### src/rtl/fphub_pkg.sv
// Shared types and helpers for the FPHUB arithmetic units (divider today,
// multiplier and square root later).
package fphub_pkg;

    // Operand class as seen by the special-case logic.
    typedef enum logic [1:0] {
        ZERO,
        NORMAL,
        INF
    } fp_class_e;

    // Divider control states.
    typedef enum logic [1:0] {
        IDLE,
        ITER,
        PACK,
        OUT
    } div_state_e;

    // Bit positions inside the 4-bit flags word.
    localparam int FLG_INV = 3;
    localparam int FLG_DBZ = 2;
    localparam int FLG_OVF = 1;
    localparam int FLG_UNF = 0;

    // Exponent bias for an e-bit exponent field.
    function automatic int bias(input int e);
        return (1 << (e - 1)) - 1;
    endfunction

endpackage

### src/rtl/fphub_div_special.sv
// Operand classifier and special-case result generator for the HUB divider.
// Purely combinational; the fraction bits never matter for HUB classification.
module fphub_div_special
    import fphub_pkg::*;
#(
    parameter int E = 8,
    parameter int M = 23
) (
    input  logic         xs,
    input  logic [E-1:0] xe,
    input  logic         ds,
    input  logic [E-1:0] de,
    output logic         special,
    output logic [E+M:0] sp_res,
    output logic [3:0]   sp_flags
);

    fp_class_e xc;
    fp_class_e dc;
    logic      s;

    function automatic fp_class_e classify(input logic [E-1:0] e);
        if (e == '0)
            return ZERO;
        else if (&e)
            return INF;
        else
            return NORMAL;
    endfunction

    // Classify both operands and pick the bypass result and its flags.
    always_comb begin
        xc       = classify(xe);
        dc       = classify(de);
        s        = xs ^ ds;
        special  = (xc != NORMAL) || (dc != NORMAL);
        sp_res   = '0;
        sp_flags = '0;
        if (((xc == ZERO) && (dc == ZERO)) || ((xc == INF) && (dc == INF))) begin
            sp_res            = {s, {E{1'b1}}, {M{1'b0}}};
            sp_flags[FLG_INV] = 1'b1;
        end else if ((xc == NORMAL) && (dc == ZERO)) begin
            sp_res            = {s, {E{1'b1}}, {M{1'b0}}};
            sp_flags[FLG_DBZ] = 1'b1;
        end else if ((xc == ZERO) || (dc == INF)) begin
            sp_res = {s, {(E+M){1'b0}}};
        end else if (xc == INF) begin
            sp_res = {s, {E{1'b1}}, {M{1'b0}}};
        end
    end

endmodule

### src/rtl/fphub_srt_div_hs.sv
// Radix-2 SRT divider for HUB floating point. Valid/ready on both sides,
// on-the-fly quotient conversion, tag passthrough and synchronous abort.
module fphub_srt_div_hs
    import fphub_pkg::*;
#(
    parameter int M     = 23,
    parameter int E     = 8,
    parameter int TAG_W = 4,
    parameter int N     = M + 3
) (
    input  logic             clk,
    input  logic             rst_l,
    input  logic             in_valid,
    output logic             in_ready,
    input  logic [E+M:0]     x,
    input  logic [E+M:0]     d,
    input  logic [TAG_W-1:0] in_tag,
    input  logic             abort,
    output logic             out_valid,
    input  logic             out_ready,
    output logic [E+M:0]     res,
    output logic [TAG_W-1:0] out_tag,
    output logic [3:0]       flags
);

    // Fewer than M+3 iterations cannot deliver the normalisation bit plus M
    // fraction bits, so smaller overrides are raised to that minimum.
    localparam int NI = (N < M + 3) ? M + 3 : N;
    localparam int W  = 1 + E + M;
    localparam int WW = M + 5;
    localparam int XW = E + 2;
    localparam int CW = $clog2(NI);
    localparam logic signed [XW-1:0] EXP_BIAS = XW'(bias(E));
    localparam logic signed [XW-1:0] EXP_MAX  = XW'((1 << E) - 1);

    div_state_e              state;
    logic [CW-1:0]           cnt;
    logic signed [WW-1:0]    w;
    logic signed [WW:0]      dd;
    logic [NI-1:0]           q;
    logic [NI-1:0]           qm;
    logic signed [XW-1:0]    ex;
    logic                    sgn;
    logic [TAG_W-1:0]        tag;

    logic                    sp;
    logic [W-1:0]            sp_res;
    logic [3:0]              sp_flags;

    logic signed [WW:0]      w2;
    logic signed [3:0]       y;
    logic [1:0]              qd;
    logic signed [WW-1:0]    w_nx;
    logic                    lead;
    logic [M-1:0]            frac_sel;
    logic signed [XW-1:0]    exp_sel;
    logic [W+3:0]            pk;

    // Clamp an out-of-range biased exponent to signed inf or signed zero.
    function automatic logic [W+3:0] saturate(input logic s,
                                              input logic signed [XW-1:0] e,
                                              input logic [M-1:0] f);
        logic [3:0]   fl;
        logic [W-1:0] r;
        fl = '0;
        r  = {s, e[E-1:0], f};
        if (e >= EXP_MAX) begin
            fl[FLG_OVF] = 1'b1;
            r           = {s, {E{1'b1}}, {M{1'b0}}};
        end else if (e[XW-1] || (e == '0)) begin
            fl[FLG_UNF] = 1'b1;
            r           = {s, {(E+M){1'b0}}};
        end
        return {fl, r};
    endfunction

    fphub_div_special #(
        .E (E),
        .M (M)
    ) u_special (
        .xs       (x[W-1]),
        .xe       (x[W-2 -: E]),
        .ds       (d[W-1]),
        .de       (d[W-2 -: E]),
        .special  (sp),
        .sp_res   (sp_res),
        .sp_flags (sp_flags)
    );

    // Digit selection from the 4-bit estimate of 2w (3 integer bits, 1 fraction bit).
    always_comb begin
        w2 = {w, 1'b0};
        y  = w2[WW -: 4];
        if (y >= 4'sd1) begin
            qd   = 2'b01;
            w_nx = WW'(w2 - dd);
        end else if (y < -4'sd1) begin
            qd   = 2'b11;
            w_nx = WW'(w2 + dd);
        end else begin
            qd   = 2'b00;
            w_nx = WW'(w2);
        end
    end

    // A negative final residual means Q overshot by one ulp; QM already holds Q-1.
    always_comb begin
        lead = w[WW-1] ? qm[NI-1] : q[NI-1];
        if (lead) begin
            frac_sel = w[WW-1] ? qm[NI-2 -: M] : q[NI-2 -: M];
            exp_sel  = ex;
        end else begin
            frac_sel = w[WW-1] ? qm[NI-3 -: M] : q[NI-3 -: M];
            exp_sel  = ex - XW'(1);
        end
        pk = saturate(sgn, exp_sel, frac_sel);
    end

    // Control FSM plus the iteration registers it sequences.
    always_ff @(posedge clk or negedge rst_l) begin
        if (!rst_l) begin
            state     <= IDLE;
            in_ready  <= 1'b1;
            out_valid <= 1'b0;
            res       <= '0;
            out_tag   <= '0;
            flags     <= '0;
            cnt       <= '0;
            w         <= '0;
            dd        <= '0;
            q         <= '0;
            qm        <= '0;
            ex        <= '0;
            sgn       <= 1'b0;
            tag       <= '0;
        end else if (abort) begin
            state     <= IDLE;
            in_ready  <= 1'b1;
            out_valid <= 1'b0;
            flags     <= '0;
        end else begin
            case (state)
                IDLE: begin
                    if (in_valid && in_ready) begin
                        in_ready <= 1'b0;
                        if (sp) begin
                            res       <= sp_res;
                            flags     <= sp_flags;
                            out_tag   <= in_tag;
                            out_valid <= 1'b1;
                            state     <= OUT;
                        end else begin
                            sgn   <= x[W-1] ^ d[W-1];
                            tag   <= in_tag;
                            w     <= {2'b00, 1'b1, x[M-1:0], 1'b1, 1'b0};
                            dd    <= {2'b00, 1'b1, d[M-1:0], 1'b1, 2'b00};
                            ex    <= $signed({2'b00, x[W-2 -: E]})
                                   - $signed({2'b00, d[W-2 -: E]}) + EXP_BIAS;
                            q     <= '0;
                            qm    <= '0;
                            cnt   <= '0;
                            state <= ITER;
                        end
                    end
                end
                ITER: begin
                    w <= w_nx;
                    case (qd)
                        2'b01: begin
                            q  <= {q[NI-2:0], 1'b1};
                            qm <= {q[NI-2:0], 1'b0};
                        end
                        2'b11: begin
                            q  <= {qm[NI-2:0], 1'b1};
                            qm <= {qm[NI-2:0], 1'b0};
                        end
                        default: begin
                            q  <= {q[NI-2:0], 1'b0};
                            qm <= {qm[NI-2:0], 1'b1};
                        end
                    endcase
                    cnt <= cnt + CW'(1);
                    if (cnt == CW'(NI - 1))
                        state <= PACK;
                end
                PACK: begin
                    res       <= pk[W-1:0];
                    flags     <= pk[W+3:W];
                    out_tag   <= tag;
                    out_valid <= 1'b1;
                    state     <= OUT;
                end
                OUT: begin
                    if (out_ready) begin
                        out_valid <= 1'b0;
                        in_ready  <= 1'b1;
                        state     <= IDLE;
                    end
                end
                default: begin
                    state <= IDLE;
                end
            endcase
        end
    end

endmodule

### config.mk
export PLATFORM = sky130hd
export DESIGN_NAME = fphub_srt_div_hs
export DESIGN_NICKNAME = d
export VERILOG_FILES = /design/src/rtl/fphub_pkg.sv /design/src/rtl/fphub_div_special.sv /design/src/rtl/fphub_srt_div_hs.sv
export SDC_FILE = /design/constraint.sdc
export NUM_CORES = 1
export LEC_CHECK = 0
export CORE_ASPECT_RATIO = 1.5
export CORE_UTILIZATION = 48
export DETAILED_ROUTE_END_ITERATION = 7
export PLACE_DENSITY = 0.68
export SYNTH_ARGS = -nofsm -noshare
export SYNTH_HDL_FRONTEND = slang
export SYNTH_SLANG_ARGS = --single-unit
### constraint.sdc
create_clock -name clk -period 4.67 [get_ports clk]
set_clock_uncertainty 0.1 [all_clocks]
set_input_delay 0.7005 -clock clk [delete_from_list [all_inputs] [get_ports clk]]
set_output_delay 0.7005 -clock clk [all_outputs]
set_load 0.1 [all_outputs]
# Word-level counts from Yosys, hierarchy flattened
# Cells that the tools add are included.
# word_totals
wordCells	134
in_bits	73
ff_bits	169
# op_classes
n_lt_le_gt_ge	3
n_reduce_logical	28
addsub	6
n_bitwise	3
muxes	62
n_eq_ne	18
# op_table
operator	n
$pmux 26 s2	4
$mux 32	6
$mux 28	4
$mux 23	3
$pmux 32 s2	1
$mux 31	2
$pmux 28 s2	1
$mux 26	2
$add 28x28->28	1
$sub 28x28->28	1
$mux 2	11
$mux 4	5
$logic_not 8->1	2
$pmux 4 s2	2
$reduce_and 4->1	4
$reduce_and 8->1	2
$mux 1	14
$ne 3x3->1 const B	4
$add 9x8->10 const B	1
$eq 2x2->1 const B	5
$ge 10x9->1 const B	1
$logic_not 10->1	1
$mux 10	1
$mux 5	2
22 further kinds	40

# Longest topological paths before layout
# Gate-level depths: netlist (run 1).
# depth
word_depth	11
ltp_mapped	13
depth_no_buf	13

# Cells and area by module
# From an unflattened synthesis (run 1), not the netlist that was laid out.
# hier_totals
hier_cells	1533
area_unflattened_um2	12335.6
# by_module_without_submodules
mod	cells_each	area_per_inst_um2	instances	seq_area_each_um2
fphub_srt_div_hs	1482	11945.2	1	4180.3
fphub_div_special	51	390.4	1	0.0

# Worst setup path after synthesis (run 1)
# OpenSTA, ideal clock, no wires.
# synth_path
kind	input to register
startpoint	in x[23]
endpoint	reg ex[8]
slack_ns	1.779
required_ns	4.436
setup_ns	0.134
arrival_ns	2.657
path_stages	11
cell_sequence	inv_1 -> ha_1 -> inv_1 -> fa_1 -> a21o_1 -> a21oi_1 -> xnor2_1 -> or3_1 -> o31ai_1 -> xnor2_1 -> o21ai_0
# synth_via
elab_chain_cells	7
# synth_rtl
item	line	rtl
start: declaration	fphub_srt_div_hs.sv:15	input logic [E+M:0] x,
branches (longest 7 deep; another with $add 9x8->10)	n/a	
end signal: assignment	fphub_srt_div_hs.sv:157	ex <= $signed({2'b00, x[W-2 -: E]})
end: declaration	fphub_srt_div_hs.sv:42	logic signed [XW-1:0] ex;
# Several ways; the timed one is not identified.
# A chain may end at the register's enable or synchronous reset.

# Worst setup path after layout (run 1)
# layout_path
startpoint	reg w[17]
endpoint	reg w[27]
# layout_via
elab_chain_cells	4
# layout_rtl
item	line	rtl
start: declaration	fphub_srt_div_hs.sv:38	logic signed [WW-1:0] w;
start signal: assignment	fphub_srt_div_hs.sv:155	w <= {2'b00, 1'b1, x[M-1:0], 1'b1, 1'b0};
start signal: assignment	fphub_srt_div_hs.sv:167	w <= w_nx;
$add 28x28->28	fphub_srt_div_hs.sv:99	w_nx = WW'(w2 + dd);
$mux 28	fphub_srt_div_hs.sv:97	end else if (y < -4'sd1) begin
$mux 28 *	fphub_srt_div_hs.sv:94	if (y >= 4'sd1) begin
$pmux 28 s2 *	fphub_srt_div_hs.sv:142	case (state)
# Every way passes the cells marked *; elsewhere a longest branch is shown, timed or not.

==> results by group, run 1 <==
Finish
  – Design area: around 0.014 mm2
  – Antenna diodes: 0
  – Share of layout cells above drive strength 1: 0.07747
  – Final nets: 1537
  – P&R area growth vs syn: 15.96%

Power and ir drop
  – Power Internal: approximately 5 mW
  – Clock power share: 0.149
  – Sw frac: 0.5026
  – Power share of the sequential group: 0.227
  – Logic pwr share: 0.624
  – Maximum vdd drop: 424.5 uV
  – NetSw: 4.930 mW
  – Overall Power: 9.809 mW
  – P per Cell Area: 710.0 mW/mm2
  – Leak: 5.912 nW

Flow run
  – Max Cap Viol: 0

Clock network
  – CTS tree: built
  – Clock Latency Late Sink: 0.44 ns
  – Clock-pin slew on the worst setup and hold paths: 0.06 ns
  – TritonCTS Buffers: 17
  – Worst-case clock buffer depth: 2
  – PostCTS Resize Cnt: 0
  – Clk sinks: 167
  – CTS root buf: clkbuf_16
  – CTS Hold Buffers Added: 0
  – CTS H-tree lvls: 4
  – Post CTS Setup Buffer Count: 0

STA
  – Slack of the critical path: 1.127 ns
  – Sum Neg Setup Slack: 0 ns
  – Fin. max-slew vios: 0
  – Tcrit/Tclk final: 0.7587
  – RSZ-0062 raised after global routing: no
  – Tightest Pin Transition: 1.062 ns
  – Fmax: 282.2 MHz
  – Fin. Hold Viols: 0
  – Slew headroom: 0.2920
  – Fin crit period: 3.543 ns
  – # setup viols final: 0

GRT
  – Initial antenna violation count: 0
  – Largest net degree at the start of global routing: 107
  – First-pass GRT wire length: 52380 um
  – GRT Residual Overflow: 0
  – Number of global-route vias before repair: 10490
  – GRT Resource Usage Total: 0.2623

Logic synthesis
  – Synth Warn #: 0
  – Share of Yosys cell area claimed by the top area cell type: 0.3487
  – Cell Area, Synth: 0.01191 mm2
  – Most common cell in the synthesized netlist: nand2_1
  – Largest cells by area after synthesis: dfrtp_1, mux2i_1, ha_1
  – Post-synth ARST share: 1.000
  – Top FF cell, synth: dfrtp_1
  – Avg Cell Area, Syn: just under 9 um2
  – Commonest cells post-synth: nand2_1, dfrtp_1, mux2i_1
  – Post-synth EDFFs: 0
  – Post-Synthesis Cells: 1331
  – Post-synthesis sequential area ratio: 0.3509
  – Synth cell types: 77
  – Cell taking the most area after synthesis: dfrtp_1
  – Synth Register Bits: about 170
  – Syn_nets: roughly 1500

Worst setup path
  – CP peak stage delay: 0.50 ns
  – Startpoint Class: register
  – Crit path capture type: register
  – CP Buf/Inv Count: 1
  – CP max FO: 9
  – R2r worst-path depth: 10
  – Worst reg2reg endpoint: w[27]$_DFFE_PN0P_
  – Crit-path cells: ha_1, clkinv_1, a21oi_1, o2111ai_1, nor3_2, o221ai_1, a311oi_1, a21oi_1, o21a_1, o32ai_1
  – Arr. time, crit path: roughly 3.8 ns
  – CP dominant cell by count: a21oi_1
  – Top Family by Delay on Critical Path: compound AO/OA/AOI/OAI gates
  – Worst path required time: 4.90 ns
  – CP max-delay cell: ha_1
  – Worst setup path endpoint: w[27]$_DFFE_PN0P_
  – Crit Path Category: register to register
  – CP Depth: 10
  – Register-to-register setup slack: roughly 1.1 ns
  – CP Launch Point: w[17]$_DFFE_PN0P_
  – R2R Path Start: w[17]$_DFFE_PN0P_

Route
  – Detail Route Antenna Nets: 0
  – Final wirelength: ~32000 um
  – Iteration-0 DRC Markers: between 600 and 700
  – DRT Pass-1 Iters: 5
  – Routed wl met2: 17090 um
  – WL/cell: 18.58 um
  – Vias per cell: about 6
  – Met3 WL: 1170 um
  – Vias: 10350
  – DRT met1 WL: 12980 um
  – # DRC: 0
  – Top sig layer: met4

Outcome
  – Outcome: finished clean

Die
  – I/O Pins: 115
  – Core area: 0.02435 mm2
  – Row cnt: 70
  – Die width: 130.6 um
  – Die height: 194.9 um
  – Die area: approximately 0.025 mm2
  – Initial Util: 0.4893

Hold path
  – Hold crit path type: primary input to async pin

Placement
  – Post-DP Area: 0.01322 mm2
  – Placer Congestion: 0.8960
  – PortBufs: 114
  – DP Worst Slack: 0.7956 ns
  – HPWL after DPL: 22300 um
-- worst register-to-register path: stages (launching register included) --
cell and delay [ns]:
dfrtp_1 0.42, ha_1 0.50, clkinv_1 0.33, a21oi_1 0.35, o2111ai_1 0.18, nor3_2 0.40
o221ai_1 0.25, a311oi_1 0.35, a21oi_1 0.13, o21a_1 0.18, o32ai_1 0.23
-- area by class of cell --
cell class,count,area (um2)
clock buffers,19,442.9
fillers,2292,10530
repair buffers,131,1282
inverters,72,270.3
well taps,324,405.4
multi-input cells,1006,7079
clock inverters,12,153.9
flip-flops and latches,167,4180
-- per-stage QoR --
step,utilization,instances,hold slack (ns)
finish,0.5674,1731,0.2430
global route,0.5674,1731,0.3296
CTS,0.5674,1731,0.2938
detailed placement,0.5429,1700,0.3692
global placement,0.5429,1700,0.3633
floorplan,-,1331,0.3049
-- power by group through the flow --
stage               sequential (mW)  clock, mW  combinational [mW]
floorplan                      2.56          0                4.26
global placement               2.23          0                5.99
global route                   2.28       1.54                6.70
finish                         2.22       1.46                6.12
CTS                            2.22       1.49                6.08
detailed placement             2.24          0                6.05
-- cell families (layout without fill, tap and decap cells) --
family                   Yosys count  in the layout  share of synthesized area
AND/OR/NAND/NOR                  393            393                     0.1525
AO/OA/AOI/OAI                    381            381                     0.2290
flip-flops                       167            167                     0.3509
buffers and inverters            158            234                    0.05567
multiplexers                     131            131                     0.1141
adder cells (fa/ha/maj)           69             69                    0.07436
XOR/XNOR                          32             32                    0.02353
-- sequential cells by signal, summed over array words and instances, names as in the netlist --
signal,count
flags,4
res,32
out_valid,1
dd,24
tag,4
q,26
ex,10
state,2
sgn,1
out_tag,4
in_ready,1
cnt,5
w,27
qm,26
-- cell usage in the layout (no fill, tap or decap), drive strengths merged, types with 15 or more instances in the layout --
cell type	instances
a21o	15
a21oi	67
a221o	15
a32o	25
buf	18
clkbuf	19
clkdlybuf4s50	113
dfrtp	166
ha	66
inv	71
mux2	28
mux2i	103
nand2	189
nand3	23
nor2	73
nor3	29
o211ai	16
o21ai	72
o31ai	65
xnor2	23
-- how the worst min path moves through the flow --
stage / depth (start not counted) / slack [ns] / startpoint / to
after global routing: 1 / 0.33 / rst_l / dd[20]$_DFFE_PN0P_
after CTS: 1 / 0.29 / rst_l / dd[20]$_DFFE_PN0P_
after detailed placement: 2 / 0.37 / flags[2]$_DFFE_PN0P_ / flags[2]$_DFFE_PN0P_
after floorplan: 0 / 0.30 / rst_l / cnt[0]$_DFFE_PN0P_
final: 1 / 0.24 / rst_l / dd[20]$_DFFE_PN0P_
after global placement: 2 / 0.36 / sgn$_DFFE_PN0P_ / sgn$_DFFE_PN0P_
-- layer usage --
metal  track usage  vias up
met3       0.03743       66
met4        0.1115        0
met5             0        -
met2        0.4744      246
li1              -     4986
met1        0.3010     5048
Power figures use the tool's default switching activity.
==> inputs of run 2 (changes only) <==
Settings changed: PLACE_DENSITY 0.68 to 0.7.
Clock period 4.67 ns to 3 ns, I/O delays scaled along.
==> results by group, run 2 (synthesis gave the netlist of run 1 again) <==
Outcome
  – Outcome: finished clean

STA
  – Slack of the critical path: 0.02150 ns
  – Tcrit/Tclk final: 0.9928
  – # setup viols final: 0
  – Fin. Hold Viols: 0
  – Slew headroom: 0.4448
  – Fmax: 335.7 MHz
  – RSZ-0062 raised after global routing: yes
  – Fin crit period: between 2 and 3 ns
  – Tightest Pin Transition: 0.8327 ns
  – Fin. max-slew vios: 0

Power and ir drop
  – P per Cell Area: between 1000 and 1500 mW/mm2
  – Overall Power: roughly 17 mW
  – Leak: 6.701 nW
  – Maximum vdd drop: 980.5 uV

Worst setup path
  – CP max FO: 3
  – Startpoint Class: register
  – Register-to-register setup slack: approximately 0.021 ns
  – R2r worst-path depth: 12
  – Worst path required time: 3.24 ns
  – Crit path capture type: register
  – R2R Path Start: dd[3]$_DFFE_PN0P_
  – Arr. time, crit path: 3.22 ns
  – Worst reg2reg endpoint: w[27]$_DFFE_PN0P_
  – Crit Path Category: register to register

Clock network
  – Clk sinks: 167
  – CTS H-tree lvls: 4
  – Clock-pin slew on the worst setup and hold paths: 0.07 ns
  – Worst-case clock buffer depth: 2
  – Clock Latency Late Sink: 0.44 ns
  – CTS tree: built
  – TritonCTS Buffers: 17
  – CTS root buf: clkbuf_16

GRT
  – GRT Residual Overflow: 0
  – First-pass GRT wire length: 55610 um
  – Largest net degree at the start of global routing: 72
  – Initial antenna violation count: 0
  – GRT Resource Usage Total: 0.2797
  – Number of global-route vias before repair: 11200

Placement
  – DP Worst Slack: -0.2312 ns
  – PortBufs: 114
  – HPWL after DPL: 24560 um
  – Post-DP Area: ~0.014 mm2
  – DP Cell Count: 1816
  – Placer Congestion: around 0.90

Die
  – Die width: 130.6 um
  – Die height: 194.9 um
  – Core area: 0.02435 mm2
  – Row cnt: 70
  – Die area: 0.02547 mm2
  – Initial Util: 0.4893
  – I/O Pins: 115

Route
  – Final wirelength: 34480 um
  – Iteration-0 DRC Markers: 720
  – Detail Route Antenna Nets: 0
  – # DRC: 0
  – DRT Pass-1 Iters: 7
  – WL/cell: 18.56 um
  – Vias: 11030
  – Vias per cell: 5.936

Finish
  – Final nets: ~1700
  – Design area: 0.01499 mm2
  – Final Non-Filler Cells: about 1900
  – Filler cells: approximately 2100
  – Share of layout cells above drive strength 1: 0.1982
  – P&R area growth vs syn: 25.81%
  – Final core occ: 0.6155
  – Reg with most FFs: res
  – Biggest regs: res x32, w x27
  – Leading cell type in the layout, fill and taps excluded: nand2_1
  – Max FFs per register: 32
  – Commonest cells after routing, fill and taps aside: nand2_1, buf_4, dfrtp_1
  – Antenna diodes: 0

Hold path
  – Hold path startpoint: flags[2]$_DFFE_PN0P_
  – Hold crit path type: register to register
  – Hold path endpoint: flags[2]$_DFFE_PN0P_
  – WHS Path Cells: 2

Flow run
  – Max Cap Viol: 0
run 2: cell types whose count changed in the layout (fill, tap and decap cells not counted), moves of 4 or more:
cell             previous run  this run
ha_2                        0         4
buf_4                      16       174
buf_12                      1        11
ha_1                       66        60
clkdlybuf4s50_1           113        71
o21ai_1                     3         7
o21ai_0                    69        64
run 2: how the worst max path moves through the flow:
| stage | endpoint | slack, ns | cells past startpoint | startpoint |
|---|---|---|---|---|
| final | w[27]$_DFFE_PN0P_ | 0.02 | 12 | dd[3]$_DFFE_PN0P_ |
| after detailed placement | ex[8]$_DFFE_PN0P_ | -0.23 | 11 | d[23] |
| after floorplan | w[24]$_DFFE_PN0P_ | 0.21 | 12 | w[1]$_DFFE_PN0P_ |
| after global placement | ex[8]$_DFFE_PN0P_ | -0.16 | 12 | x[23] |
| after CTS | w[22]$_DFFE_PN0P_ | 0.0003 | 12 | dd[2]$_DFFE_PN0P_ |
| after global routing | w[27]$_DFFE_PN0P_ | -0.05 | 11 | w[4]$_DFFE_PN0P_ |
run 2: critical path: stages (launching register included):
cell      delay, ns
dfrtp_1        0.40
inv_1          0.09
buf_4          0.13
ha_1           0.27
nor2b_1        0.06
o211ai_1       0.35
a211oi_1       0.16
nor3_2         0.35
o221ai_2       0.18
a311oi_1       0.24
a21oi_1        0.12
o21a_1         0.18
o32ai_1        0.22
run 2: cell type report:
class                           count  area (um2)  share of cell area
Sequential cell                   167        4180              0.2789
Inverter                           72       270.3             0.01803
Clock inverter                     11       138.9            0.009267
Tap cell                          324       405.4             0.02705
Timing Repair Buffer              258        2258              0.1507
Clock buffer                       20       466.7             0.03114
Multi-Input combinational cell   1006        7267              0.4849
run 2: per-layer routing:
metal,up-vias,global-route usage,wire (um)
li1,5229,-,-
met1,5388,0.3150,13410
met2,313,0.5034,18390
met3,99,0.04514,1388
met4,0,0.1303,1290
met5,-,0,0
run 2: where the power goes:
part / internal [mW] / leakage (nW) / switching, mW
clock network: 1.31 / 0.297 / 0.987
registers: 2.84 / 2.19 / 0.578
logic: 4.76 / 4.22 / 6.87
run 2: what timing repair did:
action | 4_1_cts | 5_1_grt
buffers inserted | 2 | 8
endpoints found under the hold margin | 59 | 0
resized for setup | 6 | 34
setup endpoints to repair | 6 | 17
hold buffers | 1 | 0
pin swaps | 4 | 13
run 2: metrics by stage:
stage	hold slack (ns)	TNS (ns)
finish	0.3911	0
global route	0.4132	-0.1130
CTS	0.3957	0
detailed placement	0.3794	-6.617
global placement	0.3652	-3.315
floorplan	0.05441	0
